===== src/rtl/tx_scheduler.sv =====
// tx_scheduler: round-robin arbiter feeding one UART from an echo requester and a
// locked multi-byte result requester. Optional CR/LF trailer: define TX_CRLF_EN.
module tx_scheduler #(
  parameter int         LOCK_TIMEOUT = 255,
  parameter logic [7:0] CR_CHAR      = 8'h0D,
  parameter logic [7:0] LF_CHAR      = 8'h0A
) (
  input  logic       clk,
  input  logic       n_rst,
  input  logic       echo_valid,
  input  logic [7:0] echo_data,
  output logic       echo_ready,
  input  logic       res_valid,
  input  logic [7:0] res_data,
  input  logic       res_last,
  output logic       res_ready,
  input  logic       tx_ready,
  output logic [7:0] tx_data,
  output logic       tx_valid,
  output logic [1:0] grant,
  output logic       err_timeout,
  output logic [2:0] dbg_state
);

  localparam int CW = ($clog2(LOCK_TIMEOUT + 1) > 8) ? $clog2(LOCK_TIMEOUT + 1) : 8;
  localparam logic [CW-1:0] CNT_LAST = CW'(LOCK_TIMEOUT - 1);

  typedef enum logic [2:0] {
    IDLE  = 3'd0,
    ISSUE = 3'd1,
    GUARD = 3'd2,
    WAIT  = 3'd3
`ifdef TX_CRLF_EN
    , TERM_CR = 3'd4
    , TERM_LF = 3'd5
`endif
  } state_t;

  state_t          state_q, state_d;
  logic [7:0]      data_q;
  logic [1:0]      grant_q;
  logic            lock_q;
  logic            ptr_q;
  logic            last_q;
  logic [CW-1:0]   cnt_q;
  logic            term_active;

  logic echo_ok, pick_res, pick_echo;
  logic accept_echo, accept_res, wait_exit, msg_done, timeout_hit;

`ifdef TX_CRLF_EN
  logic [1:0] term_q;
  assign term_active = (term_q != 2'd0);
`else
  assign term_active = 1'b0;
`endif

  // Handshake: a requester byte transfers in the cycle where its valid and ready
  // are both high; ready is combinational and only offered in IDLE with tx_ready.
  always_comb begin
    echo_ok     = echo_valid && !lock_q;
    pick_res    = res_valid && (ptr_q || !echo_ok);
    pick_echo   = echo_ok && !pick_res;
    accept_res  = n_rst && (state_q == IDLE) && tx_ready && pick_res;
    accept_echo = n_rst && (state_q == IDLE) && tx_ready && pick_echo;
    wait_exit   = (state_q == WAIT) && tx_ready;
    // last_q is forced high for echo bytes, so this marks any finished message.
    msg_done    = wait_exit && !term_active && last_q;
    timeout_hit = (state_q == IDLE) && lock_q && !accept_res && (cnt_q == CNT_LAST);
  end

  always_ff @(posedge clk or negedge n_rst) begin
    if (!n_rst) begin
      state_q <= IDLE;
      data_q  <= 8'h00;
      grant_q <= 2'b00;
      lock_q  <= 1'b0;
      ptr_q   <= 1'b1;
      last_q  <= 1'b0;
      cnt_q   <= '0;
`ifdef TX_CRLF_EN
      term_q  <= 2'd0;
`endif
    end else begin
      state_q <= state_d;
      if (accept_echo) begin
        data_q  <= echo_data;
        grant_q <= 2'b01;
        last_q  <= 1'b1;
      end else if (accept_res) begin
        data_q  <= res_data;
        grant_q <= 2'b10;
        last_q  <= res_last;
        lock_q  <= 1'b1;
`ifdef TX_CRLF_EN
      end else if (state_q == TERM_CR) begin
        data_q <= CR_CHAR;
      end else if (state_q == TERM_LF) begin
        data_q <= LF_CHAR;
`endif
      end
      if (msg_done || timeout_hit) begin
        ptr_q  <= ~ptr_q;
        lock_q <= 1'b0;
      end
      if (timeout_hit || (wait_exit && state_d == IDLE && last_q))
        grant_q <= 2'b00;
      if (accept_res || msg_done || timeout_hit)
        cnt_q <= '0;
      else if (state_q == IDLE && lock_q)
        cnt_q <= cnt_q + 1'b1;
`ifdef TX_CRLF_EN
      if (state_q == TERM_CR)
        term_q <= 2'd1;
      else if (state_q == TERM_LF)
        term_q <= 2'd2;
      else if (wait_exit && term_q == 2'd2)
        term_q <= 2'd0;
`endif
    end
  end

  always_comb begin
    state_d = state_q;
    case (state_q)
      IDLE:  if (accept_echo || accept_res) state_d = ISSUE;
      ISSUE: state_d = GUARD;
      GUARD: state_d = WAIT;
      WAIT: begin
        if (tx_ready) begin
`ifdef TX_CRLF_EN
          if (term_q == 2'd1)
            state_d = TERM_LF;
          else if (term_q == 2'd0 && grant_q[1] && last_q)
            state_d = TERM_CR;
          else
            state_d = IDLE;
`else
          state_d = IDLE;
`endif
        end
      end
`ifdef TX_CRLF_EN
      TERM_CR, TERM_LF: state_d = ISSUE;
`endif
      default: state_d = IDLE;
    endcase
  end

  always_comb begin
    tx_valid    = (state_q == ISSUE);
    tx_data     = data_q;
    grant       = grant_q;
    echo_ready  = accept_echo;
    res_ready   = accept_res;
    err_timeout = timeout_hit;
    dbg_state   = state_q;
  end

endmodule

===== config.mk =====
export PLATFORM = sky130hd
export DESIGN_NAME = tx_scheduler
export DESIGN_NICKNAME = d
export VERILOG_FILES = /design/src/rtl/tx_scheduler.sv
export SDC_FILE = /design/constraint.sdc
export NUM_CORES = 1
export LEC_CHECK = 0
export CAP_MARGIN = 10
export CORE_MARGIN = 2
export CORE_UTILIZATION = 48
export DETAILED_ROUTE_END_ITERATION = 6
export HOLD_SLACK_MARGIN = 0.03
export MAX_ROUTING_LAYER = met4
export PLACE_DENSITY_LB_ADDON = 0.2
export REMOVE_ABC_BUFFERS = 1
export SYNTH_ARGS = -nofsm -noshare
export SYNTH_HDL_FRONTEND = slang
export SYNTH_SLANG_ARGS = --single-unit

===== constraint.sdc =====
create_clock -name clk -period 2.85 [get_ports clk]
set_input_delay 0.285 -clock clk [delete_from_list [all_inputs] [get_ports clk]]
set_output_delay 0.285 -clock clk [all_outputs]
set_load 0.02 [all_outputs]

==> metrics.cfg, run 1 <==
[route]
wl_per_cell_um = 13.9
num_vias = 981
top_layer = met4
drtAntennaViolNets = 0
wl_um = 2570
drt_iter0_markers = 13
avgViaCountPerCell = 5.30
drt-met1-wl_um = 1020
wl_met3_um = 178
first_pass_iters = 4
met2_length_um = 1360
drc_errors = 0

[finish]
antenna_cells = 0
final_cell_mix = clkdlybuf4s50_1, dfrtp_1, nand2_1
drive_gt1_frac = 0.0828
area_delta_synth_final_pct = 42.9
layout_commonest_cell = clkdlybuf4s50_1
finalNonFillerCells = 185
nets = 182

[global_route]
grt_pass1_wl_um = 4010
grt_max_degree = 25
grt_pass1_vias = 918
grt.total_usage = 0.204
antenna_found_initial = 0
overflow = 0

[placement]
dpl.cell_count = 181
io_buffer_count = 38
dp_slack_ps = 543
routabilityCongestion = 0.771
dpl.hpwl_um = 1970

[sta]
period_minus_slack_ps = 2570
worst_pin_slew_ps = 846
slew_headroom = 0.434
fin_ws_ps = 281
tns_ps = 0
finalCritPeriodShare = 0.901
holdWs_ps = 410
fmax_mhz = 389
rsz0062_at_grt = false
drv_slew = 0
skew_ps = 10.8
setup_viol = 0
hold_violations = 0

[power_and_ir_drop]
fin_total_pwr_mw = 1.14
power_density_nw_per_um2 = 698
power.leakage_nw = 0.754
ir_drop_v = 0.000458

[critical_path]
cp.required_ps = 2570
cp_max_fo = 7
end_kind = output pin
crit_type = reg2out
cp-start-kind = flip-flop
cp_data_arrival_time_ps = 2280

[clock_tree]
htreeDepth = 1
clk-insertion-delay-late_ps = 310
cts.sinks = 24
cts_buffer_depth = 2
cts_tree = built
clock-root-buffer = clkbuf_4
cts_hold_buf = 0
cts_buffers = 3
cts_resized = 0
cts_setup_buffers = 0
clkTransAtPathRegs_ps = 140

[floorplan]
fp.dieH_um = 52.9
core.rowCount = 17
die-area_um2 = 2800
start_util = 0.514
die_w_um = 52.9
ios = 39
core_area_um2 = 2230

[logic_synthesis]
synth-main-ff-cell = dfrtp_1
yosysUniqueCellTypes = 30
synth_edf_count = 0
synthArstFlopShare = 1.00
netlist_instances = 113
ys_seq_area_frac = 0.525
ys_ff_latch = 24
synth_area_um2 = 1150
synth.avg_cell_area_um2 = 10.2
synth_warnings = 0

[outcome]
status = completed

[worst_hold_path]
hp-class = in2async

[flow_run]
max-cap-violations = 0

layout make-up:
class                   instances  area [um^2]
clock inverters                 1         30.0
multi-input cells              83          520
repair buffers                 43          418
fillers                       178          594
flip-flops and latches         24          602
clock buffers                   3         22.5
well taps                      28         35.0
inverters                       3         11.3
sequential cells by signal, indices dropped and copies added (netlist names):
| signal | count |
|---|---|
| tx_data | 8 |
| grant | 2 |
| last_q | 1 |
| lock_q | 1 |
| cnt_q | 8 |
| ptr_q | 1 |
| dbg_state | 3 |
synthesized netlist by cell type (all sizes together), types with 3 or more instances:
| cell type | instances | area share |
|---|---|---|
| nand2b | 3 | 0.016 |
| inv | 3 | 0.0098 |
| buf | 3 | 0.012 |
| nor2 | 14 | 0.046 |
| nand2 | 18 | 0.059 |
| a22oi | 8 | 0.052 |
| a21oi | 3 | 0.013 |
| dfrtp | 23 | 0.50 |
| xor2 | 7 | 0.053 |
| nand4 | 5 | 0.040 |
| and2 | 5 | 0.027 |
layer usage:
metal,global-route usage,vias up
li1,-,477
met1,0.212,478
met2,0.388,24
met3,0.0424,2
met4,0.0513,0
met5,-,-
power by group:
part	internal, mW	switching [mW]	total (mW)
clock	0.142	0.0995	0.242
combinational	0.192	0.188	0.380
sequential	0.436	0.0856	0.522
through the flow:
step | utilization | instance area, um^2
final | 0.734 | 1640
after detailed placement | 0.710 | 1590
after global placement | 0.710 | 1590
after global routing | 0.734 | 1640
after CTS | 0.734 | 1640
after floorplan | - | 1130
cell families (layout without fill, tap and decap cells):
kind of cell | Yosys count | after routing | synth area share
AND/OR/NAND/NOR | 55 | 55 | 0.263
adder cells (fa/ha/maj) | 2 | 2 | 0.0218
XOR/XNOR | 8 | 8 | 0.0611
buffers and inverters | 6 | 50 | 0.0218
flip-flops | 24 | 24 | 0.525
AO/OA/AOI/OAI | 17 | 17 | 0.105
other | 1 | 1 | 0.00327
final timing paths:
check | cells after the start | slack (ps) | end | start
max reg2reg | 6 | 1110 | tx_data[5] | dbg_state[2]
min in group clk | 2 | 480 | tx_data[4] | tx_data[4]
min | 2 | 410 | cnt_q[4] | n_rst
max in group asynchronous | 2 | 2160 | ptr_q | n_rst
max | 4 | 280 | res_ready | dbg_state[2]
min reg2reg | 2 | 480 | tx_data[4] | tx_data[4]
critical path, cell delays in order (launching register included):
cell and delay [ps]:
dfrtp_1 480, nor3_1 400, o2111ai_1 220, inv_1 230
clkdlybuf4s50_1 650
No activity file was read; power rests on OpenSTA's default activity.
==> run 2: changes to the inputs <==
--- a/config.mk
+++ b/config.mk
@@ -8,5 +8,5 @@
 export CAP_MARGIN = 10
 export CORE_MARGIN = 2
-export CORE_UTILIZATION = 48
+export CORE_UTILIZATION = 45
 export DETAILED_ROUTE_END_ITERATION = 6
 export HOLD_SLACK_MARGIN = 0.03
==> constraint.sdc (replaced) <==
create_clock -name clk -period 2.85 [get_ports clk]
set_input_delay 0.57 -clock clk [delete_from_list [all_inputs] [get_ports clk]]
set_output_delay 0.57 -clock clk [all_outputs]
set_load 0.02 [all_outputs]
==> run 2 against run 1 <==
Combinational power hardly changed. Sequential power hardly changed. Fmax fell by 5.3%. Count of clock-buffer cells in the layout did not move. Critical endpoint unchanged. Via count down 4.5%. Sequential cell count unchanged. Cell area increased by 1.1%. Largest cell class unchanged. Total power fell by 0.18%. Final cell count up 1.6%. Clock skew down 9.1 ps.
==> metrics.cfg, run 2 (synthesized netlist as in run 1, its figures left out) <==
[critical_path]
cp_data_arrival_time_ps = 2140  ; -140 ps
cp.required_ps = 2280  ; -290 ps
end_kind = output pin
crit_type = in2out
cp-start-kind = primary input
cp_max_fo = 5  ; -2

[sta]
tns_ps = 0  ; unchanged
period_minus_slack_ps = 2710  ; +143 ps
finalCritPeriodShare = 0.952  ; +0.0503
drv_slew = 0  ; unchanged
rsz0062_at_grt = false
hold_violations = 0  ; unchanged
fmax_mhz = 369  ; -5.3%
fin_ws_ps = 137  ; -143 ps
setup_viol = 0  ; unchanged
skew_ps = 1.72  ; -9.09 ps

[clock_tree]
cts_tree = built
cts_setup_buffers = 0  ; unchanged
cts_buffers = 3  ; unchanged
cts_hold_buf = 0  ; unchanged
htreeDepth = 1  ; unchanged
cts.sinks = 24  ; unchanged
cts_buffer_depth = 2  ; unchanged
clk-insertion-delay-late_ps = 310  ; about the same
clock-root-buffer = clkbuf_4
clkTransAtPathRegs_ps = 130  ; about the same
cts_resized = 0  ; unchanged

[finish]
final_cell_mix = clkdlybuf4s50_1, dfrtp_1, nand2_1
final_core_util = 0.675  ; -0.0591
layout_commonest_cell = clkdlybuf4s50_1
nets = 183  ; +0.55%
finalInstanceArea_um2 = 1660  ; +1.1%
drive_gt1_frac = 0.0949  ; +0.0121
area_delta_synth_final_pct = 44.4
antenna_cells = 0  ; unchanged

[worst_hold_path]
hp-class = reg2reg

[route]
wl_um = 2440  ; -4.9%
avgViaCountPerCell = 4.98  ; -6.0%
drt_iter0_markers = 13  ; unchanged
wl_per_cell_um = 13.0  ; -6.5%
num_vias = 937  ; -4.5%
first_pass_iters = 3  ; -1
drc_errors = 0  ; unchanged
drtAntennaViolNets = 0  ; unchanged

[floorplan]
fp.dieH_um = 54.5  ; +3.0%
ios = 39  ; unchanged
core_area_um2 = 2450  ; +9.9%
die-area_um2 = 2970  ; +6.2%
die_w_um = 54.5  ; +3.0%
core.rowCount = 18  ; +1
start_util = 0.467  ; -0.0463

[global_route]
grt.total_usage = 0.196  ; -0.00755
grt_max_degree = 25  ; unchanged
grt_pass1_vias = 934  ; +1.7%
overflow = 0  ; unchanged
antenna_found_initial = 0  ; unchanged
grt_pass1_wl_um = 3960  ; -1.2%

[power_and_ir_drop]
ir_drop_v = 0.000520  ; +13%
power_density_nw_per_um2 = 689  ; -1.2%
fin_total_pwr_mw = 1.14  ; -0.18%
power.leakage_nw = 0.778  ; +3.2%

[placement]
dpl.hpwl_um = 1880  ; -4.5%
dp_slack_ps = 70.9  ; -472 ps
placed_area_um2 = 1600  ; +0.63%
routabilityCongestion = 0.785  ; +1.8%
io_buffer_count = 38  ; unchanged

[flow_run]
max-cap-violations = 0  ; unchanged

[outcome]
status = completed

run 2: changes by cell type in the layout (fill, tap and decap cells not counted), sizes merged:
cell | before | now
clkdlybuf4s50 | 38 | 37
buf | 5 | 6
dlymetal6s2s | 0 | 1
run 2: per-stage QoR:
stage,cells,hold WS (ps)
finish,188,485
global route,188,516
floorplan,110,274
CTS,188,489
global placement,184,449
detailed placement,184,460
run 2: worst max-delay path: stages:
cell             delay, ps
clkdlybuf4s50_1        480
and2_1                 160
o2111ai_1              130
inv_1                  170
clkdlybuf4s50_1        640
run 2: metal layers:
metal | share of wire | wire, um | GRT usage | vias up
met4 | 0.0061 | 15 | 0.0500 | 0
met5 | 0 | 0 | - | -
met1 | 0.46 | 1130 | 0.231 | 433
li1 | - | - | - | 479
met2 | 0.48 | 1180 | 0.347 | 23
met3 | 0.051 | 125 | 0.0328 | 2
run 2: final cells by class:
class                           count  area [um^2]
Timing Repair Buffer               44          428
Multi-Input combinational cell     83          526
Clock buffer                        3         22.5
Clock inverter                      1         30.0
Inverter                            3         11.3
Fill cell                         196          798
Sequential cell                    24          602
Tap cell                           30         37.5
run 2: path summary, 6_finish.rpt:
path	end	cells after the start	from	slack (ps)
worst max-delay path	res_ready	5	n_rst	140
worst min-delay path	tx_data[1]	2	tx_data[1]	480
worst max register to register	cnt_q[1]	5	lock_q	1280
worst min register to register	tx_data[1]	2	tx_data[1]	480
max in group asynchronous	ptr_q	2	n_rst	1930
min in group asynchronous	dbg_state[0]	2	n_rst	640
run 2: report_power, final:
part	switching, mW	leakage (nW)	total [mW]	internal (mW)
Combinational	0.184	0.452	0.377	0.193
Clock	0.100	0.0279	0.242	0.142
Sequential	0.0858	0.298	0.522	0.436
Total	0.370	0.778	1.14	0.772
==> run 3: changes to the inputs <==
- CORE_UTILIZATION: 45 -> 40
- HOLD_SLACK_MARGIN: 0.03 -> default
- SETUP_SLACK_MARGIN: default -> 0.05
- clock period: 2.85 -> 2.3 ns (I/O delays scaled with it)
==> run 3 against run 2 <==
Count of clock-buffer cells in the layout rose by 1. Cell area grew 0.15%. Setup slack better by 24 ps. Largest power group unchanged. Sequential power increased by 24%. Via count grew 2.5%. Total power up 15%. Core utilization decreased by 6.8 points. Final cell count is 3.2% higher. Register-to-register slack got worse by 590 ps. Clock skew up 0.87 ps. Non-clock buffer count is 5 higher.
==> metrics.cfg, run 3 (synthesized netlist as in run 1, its figures left out) <==
[floorplan]
core_area_um2 = 2730  ; +11%
die_w_um = 57.6  ; +5.6%
core.rowCount = 19  ; +1
ios = 39  ; unchanged
fp.dieH_um = 57.6  ; +5.6%
die-area_um2 = 3310  ; +12%
start_util = 0.420  ; -0.0477

[critical_path]
cp.required_ps = 1840  ; -440 ps
crit_slowest_cell = clkdlybuf4s50_1
cp_data_arrival_time_ps = 1680  ; -460 ps
end_kind = output pin
slowest_delay_ps = 480  ; -160 ps
worstPathCellList = clkdlybuf4s50_1 > and2_1 > buf_4 > and4_1 > clkdlybuf4s15_1
crit_type = in2out
r2r_setup_slack_ps = 690  ; -590 ps
cp_max_fo = 2  ; -3
cp-start-kind = primary input

[global_route]
grt.total_usage = 0.183  ; -0.0129
overflow = 0  ; unchanged
grt_pass1_wl_um = 4550  ; +15%
antenna_found_initial = 0  ; unchanged
grt_max_degree = 25  ; unchanged
grt_pass1_vias = 985  ; +5.5%

[finish]
finalNonFillerCells = 194  ; +3.2%
layout_commonest_cell = clkdlybuf4s50_1
nets = 188  ; +2.7%
final_cell_mix = clkdlybuf4s50_1, dfrtp_1, nand2_1
final_core_util = 0.607  ; -0.0680
area_delta_synth_final_pct = 44.6
drive_gt1_frac = 0.129  ; +0.0339
antenna_cells = 0  ; unchanged

[sta]
setup_viol = 0  ; unchanged
skew_ps = 2.58  ; +0.866 ps
fmax_mhz = 468
period_minus_slack_ps = 2140
tns_ps = 0  ; unchanged
drv_slew = 0  ; unchanged
finalCritPeriodShare = 0.930
rsz0062_at_grt = false
hold_violations = 0  ; unchanged

[placement]
io_buffer_count = 38  ; unchanged
dpl.cell_count = 190  ; +3.3%
dpl.hpwl_um = 1980  ; +5.0%
routabilityCongestion = 0.767  ; -2.3%

[power_and_ir_drop]
power_density_nw_per_um2 = 793  ; +15%
power.leakage_nw = 0.793  ; +2.0%
internal_power_mw = 0.855  ; +11%
p_sw_frac = 0.351  ; +0.0267
fin_total_pwr_mw = 1.32  ; +15%
p_seq_frac = 0.490  ; +0.033
ir_drop_v = 0.000545  ; +4.9%
p_clk_frac = 0.143  ; -0.069
power.switching_mw = 0.461  ; +25%
pwr-share-comb = 0.367  ; +0.037

[route]
num_vias = 960  ; +2.5%
first_pass_iters = 4  ; +1
drt_iter0_markers = 24  ; +11
drc_errors = 0  ; unchanged
avgViaCountPerCell = 4.95  ; -0.71%
wl_um = 2540  ; +4.1%
wl_per_cell_um = 13.1  ; +0.83%
drtAntennaViolNets = 0  ; unchanged

[clock_tree]
cts.sinks = 24  ; unchanged
clk-insertion-delay-late_ps = 310  ; about the same
cts_tree = built
htreeDepth = 1  ; unchanged
cts_buffers = 3  ; unchanged
cts_buffer_depth = 2  ; unchanged
clock-root-buffer = clkbuf_4
clkTransAtPathRegs_ps = 120  ; about the same
cts_hold_buf = 0  ; unchanged

[worst_hold_path]
hp-class = reg2reg

[outcome]
status = completed

[flow_run]
max-cap-violations = 0  ; unchanged

run 3: changes by cell type in the layout (fill, tap and decap cells not counted), sizes merged:
cell / change
clkdlybuf4s15: +1
buf: +5
bufinv: -1
clkbuf: +3
clkdlybuf4s50: -3
run 3: critical path, delay by kind of cell:
kind                   cells  cell delay [ps]
buffers and inverters      3              890
and+or+nand+nor            2              330
run 3: metrics by stage:
step           setup WS, ps  hold slack (ps)  cell area [um^2]
6_report                161              483              1660
3_5_place_dp           -220              458              1640
4_1_cts                43.1              486              1660
3_3_place_gp           -189              448              1640
2_1_floorplan           247              164              1130
5_1_grt                70.5              518              1660
run 3: what timing repair did:
item / 4_1_cts / 5_1_grt
resized for setup: 4 / 6
pin swaps: 1 / 0
setup buffers: 0 / 0
setup endpoints to repair: 3 / 4
endpoints found under the hold margin: 0 / 0
run 3: final cells by class:
type                       count  area, um^2
clock buffer                   4        26.3
inverter                       3        11.3
fill                         235        1070
multi-input combinational     83         526
sequential                    24         602
timing repair buffer          49         455
tap                           31        38.8
run 3: power by group through the flow:
stage | registers, mW | clock network (mW) | logic (mW)
2_1_floorplan | 0.713 | 0 | 0.178
3_3_place_gp | 0.644 | 0 | 0.470
3_5_place_dp | 0.656 | 0 | 0.489
4_1_cts | 0.647 | 0.201 | 0.491
5_1_grt | 0.662 | 0.220 | 0.538
6_report | 0.645 | 0.188 | 0.483
run 3: worst paths after layout:
check,start,to,cells past startpoint
setup / recovery,n_rst,echo_ready,5
hold / removal,tx_data[6],tx_data[6],2
setup reg to reg,lock_q,cnt_q[1],5
hold reg to reg,tx_data[6],tx_data[6],2
max in group asynchronous,n_rst,ptr_q,2
min in group asynchronous,n_rst,tx_data[0],2
run 3: layer usage:
layer,wire (um),vias to the layer above,GRT usage
met1,1110,446,0.225
met4,13,0,0.0598
met2,1270,23,0.307
li1,-,489,-
met5,0,-,-
met3,151,2,0.0295
